`config.mk`:
```
export PLATFORM = sky130hd
export DESIGN_NAME = bcd_sseg_display_mux
export DESIGN_NICKNAME = d
export VERILOG_FILES = /design/src/rtl/bcd_sseg_display_mux_pkg.sv /design/src/rtl/bcd_sseg_display_mux_bcd_to_sseg.sv /design/src/rtl/bcd_sseg_display_mux.sv
export SDC_FILE = /design/constraint.sdc
export NUM_CORES = 1
export LEC_CHECK = 0
export CORE_AREA = 3 3 83 125
export DETAILED_ROUTE_END_ITERATION = 7
export DIE_AREA = 0 0 86 128
export GPL_TIMING_DRIVEN = 1
export SLEW_MARGIN = 5
export SYNTH_ARGS = -nofsm -noshare
export SYNTH_HDL_FRONTEND = slang
export SYNTH_HIERARCHICAL = 1
export SYNTH_SLANG_ARGS = --single-unit
```
`constraint.sdc`:
```
create_clock -name i_clk -period 3.1 [get_ports i_clk]
set_clock_uncertainty 0.05 [all_clocks]
set_input_delay 0.62 -clock i_clk [delete_from_list [all_inputs] [get_ports i_clk]]
set_output_delay 0.62 -clock i_clk [all_outputs]
set_load 0.05 [all_outputs]
```
`src/rtl/bcd_sseg_display_mux_pkg.sv`:
```
// Shared constants for the BCD seven-segment display driver: FSM encoding,
// blank/dash codes and the active-low digit patterns (bit 7 = dp, 6..0 = g..a).
package bcd_sseg_display_mux_pkg;

  localparam logic [1:0] ST_BLANK = 2'b00;
  localparam logic [1:0] ST_SHOW  = 2'b01;
  localparam logic [1:0] ST_SAT   = 2'b10;

  localparam logic [7:0] SSEG_BLANK = 8'hFF;
  localparam logic [7:0] SSEG_DASH  = 8'hBF;

  localparam logic [7:0] SSEG_D0 = 8'hC0;
  localparam logic [7:0] SSEG_D1 = 8'hF9;
  localparam logic [7:0] SSEG_D2 = 8'hA4;
  localparam logic [7:0] SSEG_D3 = 8'hB0;
  localparam logic [7:0] SSEG_D4 = 8'h99;
  localparam logic [7:0] SSEG_D5 = 8'h92;
  localparam logic [7:0] SSEG_D6 = 8'h82;
  localparam logic [7:0] SSEG_D7 = 8'hF8;
  localparam logic [7:0] SSEG_D8 = 8'h80;
  localparam logic [7:0] SSEG_D9 = 8'h90;

  // 9999 is the saturation value of the upstream Fibonacci datapath.
  function automatic logic is_saturated(input logic [3:0] d3, input logic [3:0] d2,
                                        input logic [3:0] d1, input logic [3:0] d0);
    return (d3 == 4'd9) && (d2 == 4'd9) && (d1 == 4'd9) && (d0 == 4'd9);
  endfunction

endpackage

```
`src/rtl/bcd_sseg_display_mux_bcd_to_sseg.sv`:
```
// Combinational BCD to seven-segment decoder (active-low g..a); nibbles above 9
// decode to a dash.
module bcd_to_sseg
  import bcd_sseg_display_mux_pkg::*;
(
  input  logic [3:0] i_bcd,
  output logic [6:0] o_seg
);

  always_comb begin
    o_seg = SSEG_DASH[6:0];
    case (i_bcd)
      4'd0:    o_seg = SSEG_D0[6:0];
      4'd1:    o_seg = SSEG_D1[6:0];
      4'd2:    o_seg = SSEG_D2[6:0];
      4'd3:    o_seg = SSEG_D3[6:0];
      4'd4:    o_seg = SSEG_D4[6:0];
      4'd5:    o_seg = SSEG_D5[6:0];
      4'd6:    o_seg = SSEG_D6[6:0];
      4'd7:    o_seg = SSEG_D7[6:0];
      4'd8:    o_seg = SSEG_D8[6:0];
      4'd9:    o_seg = SSEG_D9[6:0];
      default: o_seg = SSEG_DASH[6:0];
    endcase
  end

endmodule

```
`src/rtl/bcd_sseg_display_mux.sv`:
```
// Four-digit multiplexed common-anode display driver: latches BCD results,
// optional leading-zero blanking, flashes while showing the 9999 saturation value.
module bcd_sseg_display_mux
  import bcd_sseg_display_mux_pkg::*;
#(
  parameter int REFRESH_BITS = 18,
  parameter int FLASH_BITS   = 26
) (
  input  logic       i_clk,
  input  logic       i_reset_n,
  input  logic       i_load,
  input  logic       i_clear,
  input  logic       i_blank_lz,
  input  logic [3:0] i_bcd3,
  input  logic [3:0] i_bcd2,
  input  logic [3:0] i_bcd1,
  input  logic [3:0] i_bcd0,
  output logic [3:0] o_an,
  output logic [7:0] o_sseg,
  output logic       o_showing
);

  logic [1:0]              r_state;
  logic [3:0][3:0]         r_dig;
  logic [REFRESH_BITS-1:0] r_refresh;
  logic [FLASH_BITS-1:0]   r_flash;
  logic [3:0]              r_an;
  logic [7:0]              r_sseg;

  logic [1:0] w_next_state;
  logic       w_load_sat;
  logic [1:0] w_idx;
  logic [3:0] w_nibble;
  logic [6:0] w_seg;
  logic [3:0] w_lz;
  logic       w_on_phase;
  logic       w_enable;

  assign w_load_sat = is_saturated(i_bcd3, i_bcd2, i_bcd1, i_bcd0);

  // Load beats clear when both strobes land in the same cycle.
  always_comb begin
    w_next_state = r_state;
    if (i_load) begin
      w_next_state = w_load_sat ? ST_SAT : ST_SHOW;
    end else if (i_clear) begin
      w_next_state = ST_BLANK;
    end
  end

  always_ff @(posedge i_clk or negedge i_reset_n) begin
    if (!i_reset_n) begin
      r_state <= ST_BLANK;
      r_dig   <= '0;
    end else begin
      r_state <= w_next_state;
      if (i_load) begin
        r_dig <= {i_bcd3, i_bcd2, i_bcd1, i_bcd0};
      end
    end
  end

  // Flash phase restarts on every entry into SAT, including a repeated 9999 load.
  always_ff @(posedge i_clk or negedge i_reset_n) begin
    if (!i_reset_n) begin
      r_refresh <= '0;
      r_flash   <= '0;
    end else begin
      r_refresh <= r_refresh + 1'b1;
      if (i_load || (w_next_state != ST_SAT)) begin
        r_flash <= '0;
      end else begin
        r_flash <= r_flash + 1'b1;
      end
    end
  end

  assign w_idx    = r_refresh[REFRESH_BITS-1 -: 2];
  assign w_nibble = r_dig[w_idx];

  bcd_to_sseg u_dec (
    .i_bcd (w_nibble),
    .o_seg (w_seg)
  );

  // w_lz[k]: digit k and all higher digits are zero; digit 0 always lights.
  assign w_lz[3] = (r_dig[3] == 4'd0);
  assign w_lz[2] = w_lz[3] && (r_dig[2] == 4'd0);
  assign w_lz[1] = w_lz[2] && (r_dig[1] == 4'd0);
  assign w_lz[0] = 1'b0;

  assign w_on_phase = (r_state == ST_SHOW) ||
                      ((r_state == ST_SAT) && !r_flash[FLASH_BITS-1]);
  assign w_enable   = w_on_phase && !(i_blank_lz && w_lz[w_idx]);

  always_ff @(posedge i_clk or negedge i_reset_n) begin
    if (!i_reset_n) begin
      r_an   <= 4'hF;
      r_sseg <= SSEG_BLANK;
    end else if (w_enable) begin
      r_an   <= ~(4'b0001 << w_idx);
      r_sseg <= {1'b1, w_seg};
    end else begin
      r_an   <= 4'hF;
      r_sseg <= SSEG_BLANK;
    end
  end

  assign o_an      = r_an;
  assign o_sseg    = r_sseg;
  assign o_showing = (r_state == ST_SHOW) || (r_state == ST_SAT);

endmodule

```
Word-level counts from Yosys, hierarchy flattened
Memory sizes are Yosys's and may differ from the RTL's.
Cells that the tools add are included.
{"block": "totals", "mem_count": 1, "romBits": 112, "inputBits": 21, "register_bits": 74, "ram_bits": 0, "out_inout_bits": 13, "latchBits": 0, "elab_cells": 48}
{"memory": "(name not given)", "depth": 16, "word_bits": 7, "read_ports": 1, "rd_clocked_by_memory_dff": 0, "write_ports": 0, "line_no": "bcd_sseg_display_mux_bcd_to_sseg.sv:12", "source": "case (i_bcd)"}
{"block": "classes", "addsub": 2, "n_bitwise": 1, "order_cmp": 1, "mul": 0, "n_eq_ne": 7, "n_mux": 10, "reduce_logical": 16, "n_div": 0, "n_shift": 1}
{"operator": "26-bit by 1-bit adder with 26-bit output (second input constant)", "n": 1}
{"operator": "26-bit 2-to-1 mux", "n": 1}
{"operator": "18-bit by 1-bit adder with 18-bit output (second input constant)", "n": 1}
{"operator": "4-bit equality test (second input constant)", "n": 4}
{"operator": "4-bit zero test", "n": 3}
{"operator": "4-bit binary-select mux with 2-bit select", "n": 1}
{"operator": "1-bit logical AND", "n": 8}
{"operator": "4-bit 2-to-1 mux", "n": 2}
{"operator": "7-bit 2-to-1 mux", "n": 1}
{"operator": "2-bit 2-to-1 mux", "n": 3}
{"operator": "4-bit inverter", "n": 1}
{"operator": "1-bit by 2-bit left shift with 4-bit output (first input constant)", "n": 1}
{"operator": "1-bit logical OR", "n": 3}
{"operator": "2-bit by 3-bit less-than comparator with 1-bit output (second input constant)", "n": 1}
{"operator": "1-bit binary-select mux with 2-bit select", "n": 1}
{"operator": "2-bit by 1-bit equality test with 1-bit output (second input constant)", "n": 1}
{"operator": "2-bit equality test (second input constant)", "n": 1}
{"operator": "1-bit zero test", "n": 2}
{"operator": "2-bit inequality test (second input constant)", "n": 1}
{"operator": "1-bit 2-to-1 mux", "n": 1}

Longest topological paths before layout
{"block": "logic_depth", "depth_word": 9, "mapped_depth": 7, "ltp_nobuf": 6}

Modules after synthesis
The synthesis kept the hierarchy.
{"module": "bcd_sseg_display_mux", "cells_per_inst": 288, "area_per_inst_um2": 3389.5, "instances": 1, "seq_area_each_um2": 1840.5}
{"module": "bcd_to_sseg", "cells_per_inst": 31, "area_per_inst_um2": 240.2, "instances": 1, "seq_area_each_um2": 0.0}

Least setup slack after synthesis
Ideal clock, no wire load.
{"block": "synth_path", "kind": "reg2reg", "from": "reg r_refresh[16]", "to": "reg r_sseg[1] (netlist: o_sseg[1])", "required_ns": 2.962, "synth_period_minus_slack_ns": 2.090, "path_buffers": 1, "setup_time_ns": 0.088, "path_stages_with_launch": 8, "setup_slack_ns": 1.010, "arrival_ns": 1.953, "path_cell_list": "dfrtp_1 clkbuf_1 mux4_2 inv_1 ha_1 nor2_1 nor2_1 nand2b_1"}
{"block": "synth_via", "word_cells_on_any_way": 9, "classes_between": "mux: 5; reduce/logical: 3; memory: 1"}
{"item": "start: declaration", "line_no": "bcd_sseg_display_mux.sv:25", "source": "logic [REFRESH_BITS-1:0] r_refresh;"}
{"item": "start signal: assignment", "line_no": "bcd_sseg_display_mux.sv:69", "source": "r_refresh <= r_refresh + 1'b1;"}
{"item": "4-bit binary-select mux with 2-bit select", "line_no": "bcd_sseg_display_mux.sv:79", "source": "assign w_nibble = r_dig[w_idx];"}
{"item": "4-bit 2-to-1 mux (implied by the code)", "line_no": "bcd_sseg_display_mux.sv:79"}
{"item": "net w_nibble[1]", "line_no": "bcd_sseg_display_mux.sv:33", "source": "logic [3:0] w_nibble;"}
{"item": "memory read 16 x 7 bit"}
{"item": "net w_seg[1]", "line_no": "bcd_sseg_display_mux.sv:34", "source": "logic [6:0] w_seg;"}
{"item": "7-bit 2-to-1 mux", "line_no": "bcd_sseg_display_mux.sv:100", "source": "end else if (w_enable) begin"}
{"item": "end signal: assignment", "line_no": "bcd_sseg_display_mux.sv:102", "source": "r_sseg <= {1'b1, w_seg};"}
{"item": "end: declaration", "line_no": "bcd_sseg_display_mux.sv:28", "source": "logic [7:0] r_sseg;"}
The timed path passes the listed nets, and every way through them passes these cells. The select of a mux whose other input is x is not followed.
A chain may end at the register's enable or synchronous reset.

Worst setup path in the final report
{"block": "layout_path", "from": "reg r_state[0]", "to": "out o_showing"}
{"block": "layout_via", "elab_chain_len": 2, "word_cells_on_any_way": 3, "classes_between": "eq/ne: 2; reduce/logical: 1"}
{"item": "start: declaration", "line_no": "bcd_sseg_display_mux.sv:23", "source": "logic [1:0] r_state;"}
{"item": "start signal: assignment", "line_no": "bcd_sseg_display_mux.sv:56", "source": "r_state <= w_next_state;"}
{"item": "2-bit by 1-bit equality test with 1-bit output / 2-bit equality test (equally long branches)", "line_no": "bcd_sseg_display_mux.sv:111", "source": "assign o_showing = (r_state == ST_SHOW) || (r_state == ST_SAT);"}
{"item": "1-bit logical OR *", "line_no": "bcd_sseg_display_mux.sv:111"}
{"item": "end: declaration", "line_no": "bcd_sseg_display_mux.sv:20", "source": "output logic o_showing"}
Every way passes the cells marked *; elsewhere a longest branch is shown, timed or not.

==> summary.md <==
| Metric | Value |
|---|---|
| CTS root buf | `clkbuf_16` |
| CTS Buf Count | `9` |
| # rows | `43` |
| Power Total | `2320 µW` |
| Layout cells sized above 1 | `17.1%` |
| Vias in the first global route | `2653` |
| Worst slew margin | `25.9%` |
| Final cell count without fillers | `468` |
| Final #Nets | `381` |
| Yosys synthesis warning count | `6` |
| Final ANT Viol Nets | `0` |
| WL final | `7.43 mm` |
| Synthesis-stage register bit count | `73` |
| Initial DRC count | `137` |
| Slew Limit Fails | `0` |
| Worst skew pair latency | `340 ps` |
| Slowest-stage cell, CP | `clkdlybuf4s50_1` |
| Worst path most repeated cell | `inv_1` |
| Crit start category | `flop` |
| Leak Pwr | `0.00175 µW` |
| Post-CTS Setup Bufs | `0` |
| Max_cap viols | `0` |
| WP data arrival | `1930 ps` |
| Sequential share of power | `44.0%` |
| RePlAce Congestion | `0.772` |
| Number of primary I/O pins | `34` |
| Comb power frac | `11.0%` |
| Shortest period the worst path allows | `2600 ps` |
| Layout fillers | `866` |
| Overflow after GRT | `0` |
| WS Path Type | `reg2out` |
| Worst-Margin Slew | `1110 ps` |
| Synth top area cells | `dfrtp_1 (43%), dfstp_2 (8.0%), mux2_2 (4.7%)` |
| DRC viols | `0` |
| Area grow syn2layout | `19.4%` |
| CP cell instances | `inv_1 > ha_1 > inv_1 > clkdlybuf4s50_1` |
| CP max stage delay | `790 ps` |
| Vias | `2546` |
| Status | `complete, no violations` |
| Net Sw Power | `546 µW` |
| Delay-heaviest family, CP | `buffers and inverters` |
| Max Clock Freq | `384 MHz` |
| CTS tree | `done` |
| Mapped Area | `3630 µm²` |
| # resized after CTS | `0` |
| Endpoints failing setup | `0` |
| HP Class | `in2async` |
| Avg WL per Cell | `15.9 µm` |
| Placed Cells incl. Taps | `452` |
| Worst vdd ir | `481 µV` |
| Async set or reset register ratio after synthesis | `100%` |
| Most used DFF post-synth | `dfrtp_1` |
| Max Buffers Root-to-Sink | `2` |
| Pin count of the biggest net entering global routing | `31` |
| Sw frac | `23.5%` |
| Initial antenna violation count | `0` |
| EDFF count, synth | `0` |
| Initial core utilization | `39.0%` |
| Sequential share of the synthesized area | `50.7%` |
| Clock power frac | `45.0%` |
| Clk sinks | `73` |
| Die width | `86 µm` |
| Die Ht | `128 µm` |
| Synth top area share | `42.7%` |
| Critical Path End Type | `output pin` |
| Die Area | `11000 µm²` |
| Synth area leader | `dfrtp_1` |
| Distinct cells, synth | `55` |
| N_diodes | `0` |
| DP HPWL | `5.27 mm` |
| Port Buffer Count | `32` |
| Critical path fanouts, max | `2` |
| Worst-path clk slew | `50 ps` |
| Mean area per synthesized cell | `11.4 µm²` |
| Setup_tns | `0 ps` |
| Core area | `9310 µm²` |
| Cells after synthesis | `319` |
| H-tree depth | `3` |
| Vias per std cell | `5.44` |
| Drt first pass iters | `4` |
| Critical Path RT | `2430 ps` |
| Bufs and invs on worst path | `3` |
| Fin Hold WS | `188 ps` |
| Hold_buf cts | `0` |
| Int Pwr | `1770 µW` |
| Period utilization | `84.0%` |
| Final hold violation count | `0` |
| Syn nets | `349` |
| RSZ-0062 raised after global routing | `false` |
| GRT Util Overall | `15.0%` |
| Pwr Density | `535 nW/µm²` |
| First-pass GRT wire length | `12.8 mm` |
==> worst reg2reg max path, cell delays in order (launching register included) <==
cell,delay [ps]
dfrtp_1,620
mux4_2,670
inv_1,140
ha_1,200
and2b_4,150
o31ai_1,50
nand2b_1,140
==> stage by stage <==
stage	util (%)	instance area, µm²	setup WS, ps
2_1_floorplan	-	3630	1010
3_3_place_gp	43.3	4030	512
3_5_place_dp	43.3	4030	458
4_1_cts	46.6	4330	463
5_1_grt	46.6	4330	411
6_report	46.6	4330	496
==> sequential cells by signal (all words and copies together) (netlist names) <==
signal and count:
o_sseg 7, o_an 4, r_dig 16, r_state 2, r_refresh 18, r_flash 26
==> cells by family after synthesis <==
logic type | count (synthesis) | synth area share (%)
other | 1 | 0.103
AOI/OAI and AO/OA | 39 | 7.45
adders and majority gates | 9 | 3.10
buffers and inverters | 27 | 3.58
xor gates and xnor gates | 28 | 6.76
and+or+nand+nor | 122 | 20.9
muxes | 20 | 7.41
DFF | 73 | 50.7
==> cells in the mapped netlist (all sizes together) (6+ instances only) <==
library cell / number
dfstp: 11
nor3: 16
o31ai: 8
or4: 7
nand3: 10
nand2: 20
nand4: 16
nand2b: 8
and3: 9
ha: 9
xnor2: 18
xor2: 10
a211oi: 12
dfrtp: 62
buf: 10
or3: 6
mux2: 15
o21ai: 7
inv: 12
==> worst paths after layout <==
kind,end,slack (ps),cells past startpoint,startpoint
setup / recovery,o_showing,500,4,r_state[0]$_DFF_PN0_
hold / removal,r_dig[1]$_DFFE_PN0P_,190,1,i_reset_n
setup reg to reg,o_sseg[5]$_DFF_PN1_,990,6,r_refresh[16]$_DFF_PN0_
hold reg to reg,r_flash[0]$_DFF_PN0_,410,1,r_flash[0]$_DFF_PN0_
max in group asynchronous,r_dig[12]$_DFFE_PN0P_,2050,2,i_reset_n
min in group i_clk,r_flash[0]$_DFF_PN0_,410,1,r_flash[0]$_DFF_PN0_
==> power by group through the flow <==
stage | clock (µW) | combinational (µW) | sequential, µW
4_1_cts | 1070 | 260 | 1020
6_report | 1040 | 256 | 1020
3_5_place_dp | 0 | 259 | 1040
2_1_floorplan | 0 | 111 | 1080
3_3_place_gp | 0 | 256 | 1040
5_1_grt | 1120 | 279 | 1020
==> routing by layer <==
layer  routed length [µm]  up-vias  GRT usage (%)
li1                     -     1227              -
met1                 3000     1263           16.4
met2                 3980       40           26.3
met3                  224       16           3.99
met4                  221        0           7.55
met5                    0        -              0
==> cell usage in the layout, fill, tap and decap left out, drive strengths merged, types with 11 or more instances in the layout <==
master,synthesis,routed
a211oi,12,12
clkbuf,5,13
clkdlybuf4s50,0,31
dfrtp,62,62
dfstp,11,11
inv,12,12
mux2,15,15
nand2,20,20
nand4,16,16
nor3,16,16
xnor2,18,18
==> area by class of cell <==
class / count / area (µm²) / share of cell area [%]
timing repair buffer: 36 / 345 / 7.97
clock inverter: 3 / 40.0 / 0.924
clock buffer: 13 / 260 / 6.00
multi-input combinational: 219 / 1660 / 38.4
sequential: 73 / 1840 / 42.5
inverter: 12 / 45.0 / 1.04
tap: 112 / 140 / 3.23
No activity file was read; power rests on OpenSTA's default activity.
